## config.mk

```make
export PLATFORM = sky130hd
export DESIGN_NAME = mips_fetch_unit
export DESIGN_NICKNAME = d
export VERILOG_FILES = /design/src/rtl/mips_pkg.sv /design/src/rtl/mips_pc_next.sv /design/src/rtl/mips_fetch_unit.sv
export SDC_FILE = /design/constraint.sdc
export NUM_CORES = 1
export LEC_CHECK = 0
export ABC_CLOCK_PERIOD_IN_PS = 7000
export CAP_MARGIN = 20
export CORE_AREA = 2 2 103 179
export CTS_CLUSTER_DIAMETER = 40
export DETAILED_ROUTE_END_ITERATION = 10
export DIE_AREA = 0 0 105 181
export PLACE_DENSITY = 0.64
export SETUP_SLACK_MARGIN = 0.3
export SYNTH_ARGS = -nofsm -noshare
export SYNTH_HDL_FRONTEND = slang
export SYNTH_HIERARCHICAL = 1
export SYNTH_SLANG_ARGS = --single-unit
```

## constraint.sdc

```tcl
create_clock -name clk -period 7 [get_ports clk]
set_input_delay 1.4 -clock clk [delete_from_list [all_inputs] [get_ports clk]]
set_output_delay 1.4 -clock clk [all_outputs]
set_load 0.005 [all_outputs]
```

## src/rtl/mips_pkg.sv

```systemverilog
`default_nettype none
// +--------------------------------------------------------------------+
// | mips_pkg: types and constants shared by fetch and control units    |
// | Rev 1.0                                                            |
// +--------------------------------------------------------------------+
package mips_pkg;
  typedef logic [5:0] opcode_t;
  typedef logic [5:0] funct_t;

  typedef enum logic [1:0] {
    S_FETCH = 2'd0,
    S_HOLD  = 2'd1,
    S_HALT  = 2'd2
  } fetch_state_t;

  localparam logic [31:0] DEF_RESET_VECTOR = 32'hBFC0_0000;
  localparam logic [31:0] DEF_HALT_ADDR    = 32'h0000_0000;

  localparam opcode_t OPC_RTYPE = 6'h00;
  localparam opcode_t OPC_J     = 6'h02;
  localparam opcode_t OPC_BEQ   = 6'h04;
endpackage
`default_nettype wire

```

## src/rtl/mips_pc_next.sv

```systemverilog
`default_nettype none
// +--------------------------------------------------------------------+
// | mips_pc_next: next-PC select (pc / redirect / pending) + halt flag |
// | Build option: MIPS_FETCH_DELAY_SLOT_EN. Rev 1.0                    |
// +--------------------------------------------------------------------+
module mips_pc_next
  import mips_pkg::*;
#(
  parameter logic [31:0] HALT_ADDR = DEF_HALT_ADDR
) (
  input  logic [31:0] pc,
  input  logic        redirect_valid,
  input  logic [31:0] redirect_target,
`ifdef MIPS_FETCH_DELAY_SLOT_EN
  input  logic        pend_valid,
  input  logic [31:0] pend_target,
  output logic        pend_load,
  output logic [31:0] pend_value,
`endif
  output logic [31:0] next_pc,
  output logic        halt
);
  logic [31:0] target_aligned;

  assign target_aligned = redirect_target & 32'hFFFF_FFFC;

`ifdef MIPS_FETCH_DELAY_SLOT_EN
  // A pending target always wins over a redirect seen during the slot.
  assign next_pc    = pend_valid ? pend_target : pc;
  assign pend_load  = redirect_valid & ~pend_valid;
  assign pend_value = target_aligned;
`else
  assign next_pc    = redirect_valid ? target_aligned : pc;
`endif

  assign halt = (next_pc == HALT_ADDR);
endmodule
`default_nettype wire

```

## src/rtl/mips_fetch_unit.sv

```systemverilog
`default_nettype none
// +--------------------------------------------------------------------+
// | mips_fetch_unit: PC + Avalon-style fetch, valid/ready to decode    |
// | Build option: MIPS_FETCH_DELAY_SLOT_EN (branch delay slot). Rev 1.0|
// +--------------------------------------------------------------------+
module mips_fetch_unit
  import mips_pkg::*;
#(
  parameter logic [31:0] RESET_VECTOR = DEF_RESET_VECTOR,
  parameter logic [31:0] HALT_ADDR    = DEF_HALT_ADDR
) (
  input  logic        clk,
  input  logic        reset,
  output logic [31:0] mem_address,
  output logic        mem_read,
  input  logic        mem_waitrequest,
  input  logic [31:0] mem_readdata,
  output logic [31:0] instr,
  output logic [5:0]  opcode,
  output logic [5:0]  funct,
  output logic [31:0] instr_pc,
  output logic        instr_valid,
  input  logic        instr_ready,
  input  logic        redirect_valid,
  input  logic [31:0] redirect_target,
  output logic        active
);
  fetch_state_t state;
  logic [31:0]  pc;
  logic [31:0]  next_pc;
  logic         halt_next;
  logic         handshake;
  logic         read_done;

  assign mem_address = pc;
  assign opcode      = instr[31:26];
  assign funct       = instr[5:0];
  assign handshake   = instr_valid & instr_ready;
  // Only a request we actually issued can complete; stray readdata is dropped.
  assign read_done   = mem_read & ~mem_waitrequest;

`ifdef MIPS_FETCH_DELAY_SLOT_EN
  logic        pend_valid;
  logic        pend_load;
  logic [31:0] pend_target;
  logic [31:0] pend_value;

  mips_pc_next #(.HALT_ADDR(HALT_ADDR)) u_pc_next (
    .pc              (pc),
    .redirect_valid  (redirect_valid),
    .redirect_target (redirect_target),
    .pend_valid      (pend_valid),
    .pend_target     (pend_target),
    .pend_load       (pend_load),
    .pend_value      (pend_value),
    .next_pc         (next_pc),
    .halt            (halt_next)
  );

  always_ff @(posedge clk) begin
    if (reset) begin
      pend_valid  <= 1'b0;
      pend_target <= '0;
    end else if (state == S_HOLD && handshake) begin
      pend_valid <= pend_load;
      if (pend_load) pend_target <= pend_value;
    end
  end
`else
  mips_pc_next #(.HALT_ADDR(HALT_ADDR)) u_pc_next (
    .pc              (pc),
    .redirect_valid  (redirect_valid),
    .redirect_target (redirect_target),
    .next_pc         (next_pc),
    .halt            (halt_next)
  );
`endif

  always_ff @(posedge clk) begin
    if (reset) begin
      state       <= S_FETCH;
      pc          <= RESET_VECTOR;
      instr       <= '0;
      instr_pc    <= '0;
      instr_valid <= 1'b0;
      mem_read    <= 1'b0;
      active      <= 1'b0;
    end else begin
      case (state)
        S_FETCH: begin
          active <= 1'b1;
          if (read_done) begin
            instr       <= mem_readdata;
            instr_pc    <= pc;
            pc          <= pc + 32'd4;
            mem_read    <= 1'b0;
            instr_valid <= 1'b1;
            state       <= S_HOLD;
          end else begin
            mem_read <= 1'b1;
          end
        end
        S_HOLD: begin
          if (handshake) begin
            instr_valid <= 1'b0;
            if (halt_next) begin
              state    <= S_HALT;
              active   <= 1'b0;
              mem_read <= 1'b0;
            end else begin
              pc       <= next_pc;
              mem_read <= 1'b1;
              state    <= S_FETCH;
            end
          end
        end
        S_HALT: begin
          active      <= 1'b0;
          mem_read    <= 1'b0;
          instr_valid <= 1'b0;
        end
        default: state <= S_HALT;
      endcase
    end
  end
endmodule
`default_nettype wire

```

==> run_summary.xml, run 1 <==
<?xml version="1.0" encoding="UTF-8"?>
<metrics>
  <group name="floorplanning">
    <metric name="placement_rows" unit="">64</metric>
    <metric name="floorplan.initialDensity" unit="%">29.69</metric>
    <metric name="floorplan.io_pins" unit="">180</metric>
    <metric name="die_w" unit="um">105</metric>
    <metric name="fp.coreArea" unit="mm^2">0.01746</metric>
    <metric name="die_area" unit="mm^2">0.01901</metric>
    <metric name="dieHeight" unit="um">181</metric>
  </group>
  <group name="synthesis">
    <metric name="postSynthNetCount" unit="">728</metric>
    <metric name="synth_flop_cell" unit="">sky130_fd_sc_hd__dfxtp_1</metric>
    <metric name="synth_enable_flop_cells" unit="">0</metric>
    <metric name="yosysWarningCount" unit="">6</metric>
    <metric name="synth.ff_latch_count" unit="">101</metric>
    <metric name="ys_seq_area_share" unit="%">39.01</metric>
    <metric name="async_reset_ff_share" unit="%">0</metric>
    <metric name="post_synth_instance_area" unit="mm^2">0.005184</metric>
    <metric name="synthesis.instances" unit="">654</metric>
    <metric name="syn-mean-instance-area" unit="um^2">7.926</metric>
    <metric name="post_synth_num_cell_types" unit="">61</metric>
  </group>
  <group name="clock_tree">
    <metric name="root_buffer" unit="">sky130_fd_sc_hd__clkbuf_16</metric>
    <metric name="clock_insertion_delay_worst_skew" unit="ns">0.36</metric>
    <metric name="post_cts_buffers" unit="">0</metric>
    <metric name="holdBufCountCts" unit="">0</metric>
    <metric name="tritoncts" unit="">done</metric>
    <metric name="register_clock_pin_slew_on_the_reported_worst_setup_and_hold_paths" unit="ns">0.08</metric>
    <metric name="ctsResizeCount" unit="">0</metric>
    <metric name="numClockSinks" unit="">101</metric>
    <metric name="cts_inserted_buffers" unit="">9</metric>
    <metric name="cts.htree.levels" unit="">3</metric>
    <metric name="cts-root-to-sink-buffers" unit="">2</metric>
  </group>
  <group name="detailed_routing">
    <metric name="detail_route.iter0.violations" unit="">375</metric>
    <metric name="routed_wirelength" unit="mm">17.38</metric>
    <metric name="post_drt_via_cell_ratio" unit="">5.059</metric>
    <metric name="via_count" unit="">5201</metric>
    <metric name="routedWlPerCell" unit="um">16.91</metric>
    <metric name="detailedRoute.firstPassIterationCount" unit="">7</metric>
    <metric name="remaining_drc_errors" unit="">0</metric>
    <metric name="drt.antenna.violating_nets" unit="">0</metric>
  </group>
  <group name="placement">
    <metric name="detailedPlacementHpwl" unit="mm">12.52</metric>
    <metric name="placedCellCount" unit="">1012</metric>
    <metric name="gpl.final_weighted_congestion" unit="">0.8586</metric>
    <metric name="placed_area" unit="mm^2">0.007017</metric>
    <metric name="io_buffers" unit="">177</metric>
  </group>
  <group name="run">
    <metric name="drv_cap" unit="">0</metric>
  </group>
  <group name="sta">
    <metric name="fin_crit_sh" unit="%">70.40</metric>
    <metric name="period_minus_slack" unit="ns">4.928</metric>
    <metric name="timing.max_slew.rel_slack" unit="%">35.10</metric>
    <metric name="final_max_slew_viol_count" unit="">0</metric>
    <metric name="grt_setup_unrepaired" unit="">no</metric>
    <metric name="max_slew.worst_pin.slew" unit="ns">0.9705</metric>
    <metric name="fmaxAchievable" unit="MHz">202.9</metric>
    <metric name="setup-tns-final" unit="ns">0</metric>
    <metric name="finalClockSkew" unit="ns">0.01531</metric>
    <metric name="setup_viol" unit="">0</metric>
    <metric name="report.final.hold_viol_count" unit="">0</metric>
  </group>
  <group name="final_layout">
    <metric name="antenna_cells_inserted" unit="">0</metric>
    <metric name="final_cell_count_no_fill" unit="">1028</metric>
    <metric name="drive_gt1_share" unit="%">9.661</metric>
    <metric name="fin_nets" unit="">866</metric>
    <metric name="areaGrowthSynthToFinish" unit="%">41.27</metric>
    <metric name="final_standard_cell_area_without_fillers" unit="mm^2">0.007323</metric>
  </group>
  <group name="critical_path">
    <metric name="cp.arrival" unit="ns">5.17</metric>
    <metric name="timing.critical_path.buf_inv" unit="">2</metric>
    <metric name="crit_type" unit="">primary input to flop</metric>
    <metric name="critical_path_peak_fanout" unit="">23</metric>
    <metric name="reg2reg_setup_slack" unit="ns">3.75</metric>
    <metric name="cp_slowest_cell" unit="">sky130_fd_sc_hd__clkdlybuf4s50_1</metric>
    <metric name="worstPathCellList" unit="">clkdlybuf4s50_1 -&gt; nor4b_2 -&gt; a22oi_1 -&gt; nor4_1 -&gt; o211a_1 -&gt; and2_1 -&gt; a2111oi_4 -&gt; buf_4 -&gt; o21a_1 -&gt; nor2_1 -&gt; a2111oi_0</metric>
    <metric name="cpLargestDelayFamily" unit="">compound AO/OA/AOI/OAI gates</metric>
    <metric name="cpPeakStageDelay" unit="ns">0.92</metric>
    <metric name="timing.critical_path.required" unit="ns">7.24</metric>
    <metric name="setup.worst_path.end_class" unit="">flop</metric>
    <metric name="startpoint_type" unit="">primary input</metric>
  </group>
  <group name="global_routing">
    <metric name="grt_start_max_net_pins" unit="">86</metric>
    <metric name="grt_antenna_before_repair" unit="">0</metric>
    <metric name="via_count_of_the_first_global_routing_pass" unit="">4998</metric>
    <metric name="globalRouteOverflowTotal" unit="">0</metric>
    <metric name="globalRouteTotalUtil" unit="%">18.11</metric>
    <metric name="grt_pass1_wl" unit="mm">27.58</metric>
  </group>
  <group name="pwr">
    <metric name="total_leakage_power" unit="nW">2.494</metric>
    <metric name="ir_drop_worst_vdd" unit="V">0.0001388</metric>
    <metric name="power" unit="mW">2.053</metric>
    <metric name="power_density" unit="mW/mm^2">280.3</metric>
  </group>
  <group name="run_status">
    <metric name="run_status" unit="">finished clean</metric>
  </group>
  <group name="worst_hold_path">
    <metric name="timing.hold.worst.class" unit="">flop to flop</metric>
  </group>
</metrics>
[metrics by stage]
| stage | util (%) | setup WS [ns] | hold slack, ns |
|---|---|---|---|
| 5_1_grt | 41.95 | 1.783 | 0.4745 |
| 3_3_place_gp | 40.20 | 1.638 | 0.4406 |
| 3_5_place_dp | 40.20 | 1.714 | 0.4454 |
| 2_1_floorplan | - | 3.710 | 0.4527 |
| 4_1_cts | 41.95 | 2.074 | 0.4556 |
| 6_report | 41.95 | 2.072 | 0.4523 |
[metal layers]
metal | share of wire [%] | track usage, % | vias up
met5 | 0 | 0 | -
met4 | 2.8 | 7.733 | 0
met3 | 4.1 | 2.417 | 28
met2 | 53 | 33.61 | 156
met1 | 40 | 20.35 | 2439
li1 | - | - | 2578
[power breakdown]
| group | internal, mW | switching (mW) | leakage (nW) |
|---|---|---|---|
| clock network | 0.256 | 0.262 | 0.150 |
| logic | 0.359 | 0.431 | 1.52 |
| registers | 0.651 | 0.0946 | 0.819 |
[worst paths after layout]
| check | start | endpoint | cells past startpoint |
|---|---|---|---|
| worst min-delay path | instr_pc[19]$_SDFFE_PP0P_ | instr_pc[19]$_SDFFE_PP0P_ | 2 |
| worst min register to register | instr_pc[19]$_SDFFE_PP0P_ | instr_pc[19]$_SDFFE_PP0P_ | 2 |
| worst max register to register | mem_address[22]$_SDFFE_PP1P_ | mem_address[11]$_SDFFE_PP0P_ | 10 |
| worst max-delay path | redirect_valid | mem_address[11]$_SDFFE_PP0P_ | 11 |
[registers in the layout, summed over array words and instances (netlist names)]
| register | cells |
|---|---|
| active | 1 |
| instr | 32 |
| instr_pc | 32 |
| instr_valid | 1 |
| mem_address | 32 |
| mem_read | 1 |
| state | 2 |
[synthesized netlist by cell type (all sizes together), types with 5 or more instances]
cell type / instances / area (um^2)
buf: 27 / 175.2
or3: 5 / 31.28
inv: 8 / 30.03
nor3: 9 / 45.04
mux2i: 5 / 50.05
nor2: 36 / 135.1
o22ai: 6 / 37.54
nand4: 12 / 75.07
clkbuf: 32 / 121.4
nor4: 13 / 123.9
a21oi: 84 / 420.4
nand3: 23 / 137.6
o21ai: 22 / 110.1
nand2: 156 / 588.1
dfxtp: 101 / 2022
a22oi: 7 / 52.55
mux2: 31 / 356.6
a211oi: 11 / 82.58
ha: 5 / 62.56
and3: 8 / 51.30
[cells in the final DEF, fill, tap and decap left out, types with 3 or more instances in the layout]
cell type and n:
sky130_fd_sc_hd__clkbuf_16 9, sky130_fd_sc_hd__inv_1 8, sky130_fd_sc_hd__a211oi_1 11, sky130_fd_sc_hd__nor4_1 9, sky130_fd_sc_hd__ha_1 5, sky130_fd_sc_hd__nor2_1 36
sky130_fd_sc_hd__a21o_1 3, sky130_fd_sc_hd__a22oi_1 7, sky130_fd_sc_hd__and3_1 7, sky130_fd_sc_hd__nand3_1 20, sky130_fd_sc_hd__nand2b_1 3, sky130_fd_sc_hd__o22ai_1 6
sky130_fd_sc_hd__or3_1 5, sky130_fd_sc_hd__nor2b_1 4, sky130_fd_sc_hd__a22o_1 3, sky130_fd_sc_hd__a31o_2 4, sky130_fd_sc_hd__o31ai_1 4, sky130_fd_sc_hd__a32oi_1 3
sky130_fd_sc_hd__nand2_1 154, sky130_fd_sc_hd__nand4_1 12, sky130_fd_sc_hd__dfxtp_1 101, sky130_fd_sc_hd__nor3_1 9, sky130_fd_sc_hd__a21oi_1 84, sky130_fd_sc_hd__mux2_2 29
sky130_fd_sc_hd__o21ai_0 22, sky130_fd_sc_hd__o41ai_1 3, sky130_fd_sc_hd__buf_4 10, sky130_fd_sc_hd__clkdlybuf4s50_1 176, sky130_fd_sc_hd__mux2i_1 5
[worst register-to-register path, stage by stage, from the launching register on]
cell and delay (ns):
sky130_fd_sc_hd__dfxtp_1 0.60, sky130_fd_sc_hd__nor4_1 0.12, sky130_fd_sc_hd__a22oi_1 0.29, sky130_fd_sc_hd__nor4_1 0.08, sky130_fd_sc_hd__o211a_1 0.20, sky130_fd_sc_hd__and2_1 0.23
sky130_fd_sc_hd__a2111oi_4 0.72, sky130_fd_sc_hd__buf_4 0.40, sky130_fd_sc_hd__o21a_1 0.16, sky130_fd_sc_hd__nor2_1 0.03, sky130_fd_sc_hd__a2111oi_0 0.31
[cell families (layout without fill, tap and decap cells)]
| group | count (synthesis) | count (layout) | synth area share, % |
|---|---|---|---|
| fa+ha+maj | 5 | 5 | 1.207 |
| mux | 36 | 36 | 7.845 |
| simple gates | 279 | 279 | 25.51 |
| flops | 101 | 101 | 39.01 |
| buf+inv | 67 | 210 | 6.300 |
| compound gates | 166 | 166 | 20.13 |
[cell type report]
cell class	count	area, um^2
clock buffers	9	225.2
clock inverters	7	81.33
fillers	1836	10130
inverters	8	30.03
multi-input cells	486	2839
flip-flops and latches	101	2022
well taps	231	289.0
repair buffers	186	1837
No activity file was read; power rests on OpenSTA's default activity.
==> inputs of run 2 (changes only) <==
--- a/config.mk
+++ b/config.mk
@@ -5,13 +5,13 @@
 export SDC_FILE = /design/constraint.sdc
 export NUM_CORES = 1
 export LEC_CHECK = 0
-export ABC_CLOCK_PERIOD_IN_PS = 7000
+export ABC_CLOCK_PERIOD_IN_PS = 4100
 export CAP_MARGIN = 20
 export CORE_AREA = 2 2 103 179
 export CTS_CLUSTER_DIAMETER = 40
 export DETAILED_ROUTE_END_ITERATION = 10
 export DIE_AREA = 0 0 105 181
-export PLACE_DENSITY = 0.64
+export PLACE_DENSITY = 0.66
 export SETUP_SLACK_MARGIN = 0.3
 export SYNTH_ARGS = -nofsm -noshare
 export SYNTH_HDL_FRONTEND = slang
==> constraint.sdc (replaced) <==
create_clock -name clk -period 4.1 [get_ports clk]
set_input_delay 0.82 -clock clk [delete_from_list [all_inputs] [get_ports clk]]
set_output_delay 0.82 -clock clk [all_outputs]
set_load 0.005 [all_outputs]
==> run_summary.xml, run 2 (synthesis results as in run 1) <==
<?xml version="1.0" encoding="UTF-8"?>
<metrics>
  <group name="run_status">
    <metric name="run_status" unit="">finished clean</metric>
  </group>
  <group name="final_layout">
    <metric name="antenna_cells_inserted" unit="">0</metric>
    <metric name="multiInputGateArea" unit="mm^2">0.002839</metric>
    <metric name="areaGrowthSynthToFinish" unit="%">42.96</metric>
    <metric name="drive_gt1_share" unit="%">10.67</metric>
    <metric name="final_cell_count_no_fill" unit="">1037</metric>
    <metric name="final_standard_cell_area_without_fillers" unit="mm^2">0.007411</metric>
    <metric name="sequential_cell_area" unit="mm^2">0.002022</metric>
    <metric name="layout_common_cells" unit="">sky130_fd_sc_hd__clkdlybuf4s50_1 (176), sky130_fd_sc_hd__nand2_1 (154), sky130_fd_sc_hd__dfxtp_1 (101)</metric>
    <metric name="mostFrequentLayoutCell" unit="">sky130_fd_sc_hd__clkdlybuf4s50_1</metric>
    <metric name="layout.filler_cells" unit="">1821</metric>
    <metric name="fin_nets" unit="">875</metric>
  </group>
  <group name="critical_path">
    <metric name="crit_type" unit="">primary input to flop</metric>
    <metric name="cp.arrival" unit="ns">3.81</metric>
    <metric name="worstPathCellList" unit="">clkdlybuf4s50_1 -&gt; buf_12 -&gt; nor4b_2 -&gt; a22oi_1 -&gt; nor4_1 -&gt; o211a_1 -&gt; and2_1 -&gt; a2111oi_4 -&gt; buf_12 -&gt; nand4_1 -&gt; a31o_2</metric>
    <metric name="startpoint_type" unit="">primary input</metric>
    <metric name="cp_slowest_cell" unit="">sky130_fd_sc_hd__a2111oi_4</metric>
    <metric name="timing.critical_path.required" unit="ns">4.35</metric>
    <metric name="critical_path_peak_fanout" unit="">31</metric>
    <metric name="cell_type_with_the_highest_occurrence_count_on_the_critical_path" unit="">sky130_fd_sc_hd__buf_12</metric>
    <metric name="cpPeakStageDelay" unit="ns">0.70</metric>
    <metric name="setup.worst_path.end_class" unit="">flop</metric>
  </group>
  <group name="clock_tree">
    <metric name="post_cts_buffers" unit="">0</metric>
    <metric name="cts_inserted_buffers" unit="">9</metric>
    <metric name="register_clock_pin_slew_on_the_reported_worst_setup_and_hold_paths" unit="ns">0.08</metric>
    <metric name="cts.htree.levels" unit="">3</metric>
    <metric name="cts-root-to-sink-buffers" unit="">2</metric>
    <metric name="root_buffer" unit="">sky130_fd_sc_hd__clkbuf_16</metric>
    <metric name="clock_insertion_delay_worst_skew" unit="ns">0.36</metric>
    <metric name="ctsResizeCount" unit="">0</metric>
    <metric name="holdBufCountCts" unit="">0</metric>
    <metric name="numClockSinks" unit="">101</metric>
    <metric name="tritoncts" unit="">done</metric>
  </group>
  <group name="sta">
    <metric name="max_slew.worst_pin.slew" unit="ns">0.9319</metric>
    <metric name="final_critical_path_setup_slack" unit="ns">0.5380</metric>
    <metric name="report.final.hold_viol_count" unit="">0</metric>
    <metric name="period_minus_slack" unit="ns">3.562</metric>
    <metric name="grt_setup_unrepaired" unit="">no</metric>
    <metric name="timing.max_slew.rel_slack" unit="%">37.81</metric>
    <metric name="setup_viol" unit="">0</metric>
    <metric name="fin_crit_sh" unit="%">86.88</metric>
    <metric name="finalClockSkew" unit="ns">0.008283</metric>
    <metric name="final_max_slew_viol_count" unit="">0</metric>
    <metric name="fmaxAchievable" unit="MHz">280.7</metric>
    <metric name="setup-tns-final" unit="ns">0</metric>
  </group>
  <group name="detailed_routing">
    <metric name="remaining_drc_errors" unit="">0</metric>
    <metric name="routedWlPerCell" unit="um">16.53</metric>
    <metric name="routed_wirelength" unit="mm">17.14</metric>
    <metric name="drt.antenna.violating_nets" unit="">0</metric>
    <metric name="detail_route.iter0.violations" unit="">395</metric>
    <metric name="detailedRoute.firstPassIterationCount" unit="">4</metric>
    <metric name="via_count" unit="">5252</metric>
    <metric name="post_drt_via_cell_ratio" unit="">5.065</metric>
  </group>
  <group name="global_routing">
    <metric name="globalRouteOverflowTotal" unit="">0</metric>
    <metric name="met2_usage" unit="%">31.84</metric>
    <metric name="globalRouteTotalUtil" unit="%">17.60</metric>
    <metric name="grt_antenna_before_repair" unit="">0</metric>
    <metric name="grt.met1_usage" unit="%">19.83</metric>
    <metric name="grt_pass1_wl" unit="mm">26.87</metric>
    <metric name="gr-usage-met3" unit="%">3.102</metric>
    <metric name="via_count_of_the_first_global_routing_pass" unit="">5008</metric>
    <metric name="busiest_layer" unit="">met2</metric>
    <metric name="grt_start_max_net_pins" unit="">61</metric>
  </group>
  <group name="floorplanning">
    <metric name="die_area" unit="mm^2">0.01901</metric>
    <metric name="placement_rows" unit="">64</metric>
    <metric name="fp.coreArea" unit="mm^2">0.01746</metric>
    <metric name="floorplan.io_pins" unit="">180</metric>
    <metric name="dieHeight" unit="um">181</metric>
    <metric name="die_w" unit="um">105</metric>
    <metric name="floorplan.initialDensity" unit="%">29.69</metric>
  </group>
  <group name="worst_hold_path">
    <metric name="timing.hold.worst.class" unit="">flop to flop</metric>
  </group>
  <group name="placement">
    <metric name="pre_cts_ws" unit="ns">0.1547</metric>
    <metric name="placedCellCount" unit="">1021</metric>
    <metric name="detailedPlacementHpwl" unit="mm">12.31</metric>
    <metric name="gpl.final_weighted_congestion" unit="">0.8212</metric>
    <metric name="placed_area" unit="mm^2">0.007122</metric>
    <metric name="io_buffers" unit="">177</metric>
  </group>
  <group name="pwr">
    <metric name="ir_drop_worst_vdd" unit="V">0.0002233</metric>
    <metric name="total_leakage_power" unit="nW">2.535</metric>
    <metric name="power_density" unit="mW/mm^2">480.0</metric>
  </group>
  <group name="run">
    <metric name="drv_cap" unit="">0</metric>
  </group>
</metrics>
-- run 2: cell types whose count changed in the layout (fill, tap and decap cells not counted) --
cell                         change
sky130_fd_sc_hd__buf_12          +3
sky130_fd_sc_hd__clkinv_8        -2
sky130_fd_sc_hd__clkinvlp_4      +2
sky130_fd_sc_hd__buf_4           +6
sky130_fd_sc_hd__inv_6           +1
sky130_fd_sc_hd__clkinv_4        -1
-- run 2: path summary, 6_finish.rpt --
| check | start | end | slack, ns | cells past startpoint |
|---|---|---|---|---|
| worst min-delay path | instr[10]$_SDFFE_PP0P_ | instr[10]$_SDFFE_PP0P_ | 0.45 | 2 |
| worst max register to register | mem_address[22]$_SDFFE_PP1P_ | mem_address[27]$_SDFFE_PP1P_ | 1.15 | 9 |
| worst max-delay path | redirect_valid | mem_address[27]$_SDFFE_PP1P_ | 0.54 | 11 |
| worst min register to register | instr[10]$_SDFFE_PP0P_ | instr[10]$_SDFFE_PP0P_ | 0.45 | 2 |
-- run 2: layout make-up --
type	count	area share, %
Clock inverter	7	0.8610
Clock buffer	9	3.039
Tap cell	231	3.900
Inverter	8	0.4052
Timing Repair Buffer	195	26.20
Multi-Input combinational cell	486	38.31
Sequential cell	101	27.28
-- run 2: metrics by stage --
stage,hold slack [ns],util [%],power [mW]
2_1_floorplan,0.4527,-,2.106
3_3_place_gp,0.4409,40.80,2.706
3_5_place_dp,0.4455,40.80,2.723
4_1_cts,0.4561,42.45,3.581
5_1_grt,0.4699,42.45,3.776
6_report,0.4543,42.45,3.557
-- run 2: per-layer routing --
layer  vias to the layer above  routed length, um
met4                         0                568
li1                       2596                  -
met2                       178               8995
met1                      2445               6742
met5                         -                  0
met3                        33                833
-- run 2: worst max-delay path, delay by kind of cell --
family	cells	cell delay, ns
AOI/OAI and AO/OA	4	1.46
buffers and inverters	3	0.90
and+or+nand+nor	4	0.59
-- run 2: power by group --
part | switching, mW | internal, mW | total (mW)
logic | 0.778 | 0.672 | 1.45
registers | 0.141 | 1.11 | 1.25
clock network | 0.428 | 0.427 | 0.855
total | 1.35 | 2.21 | 3.56
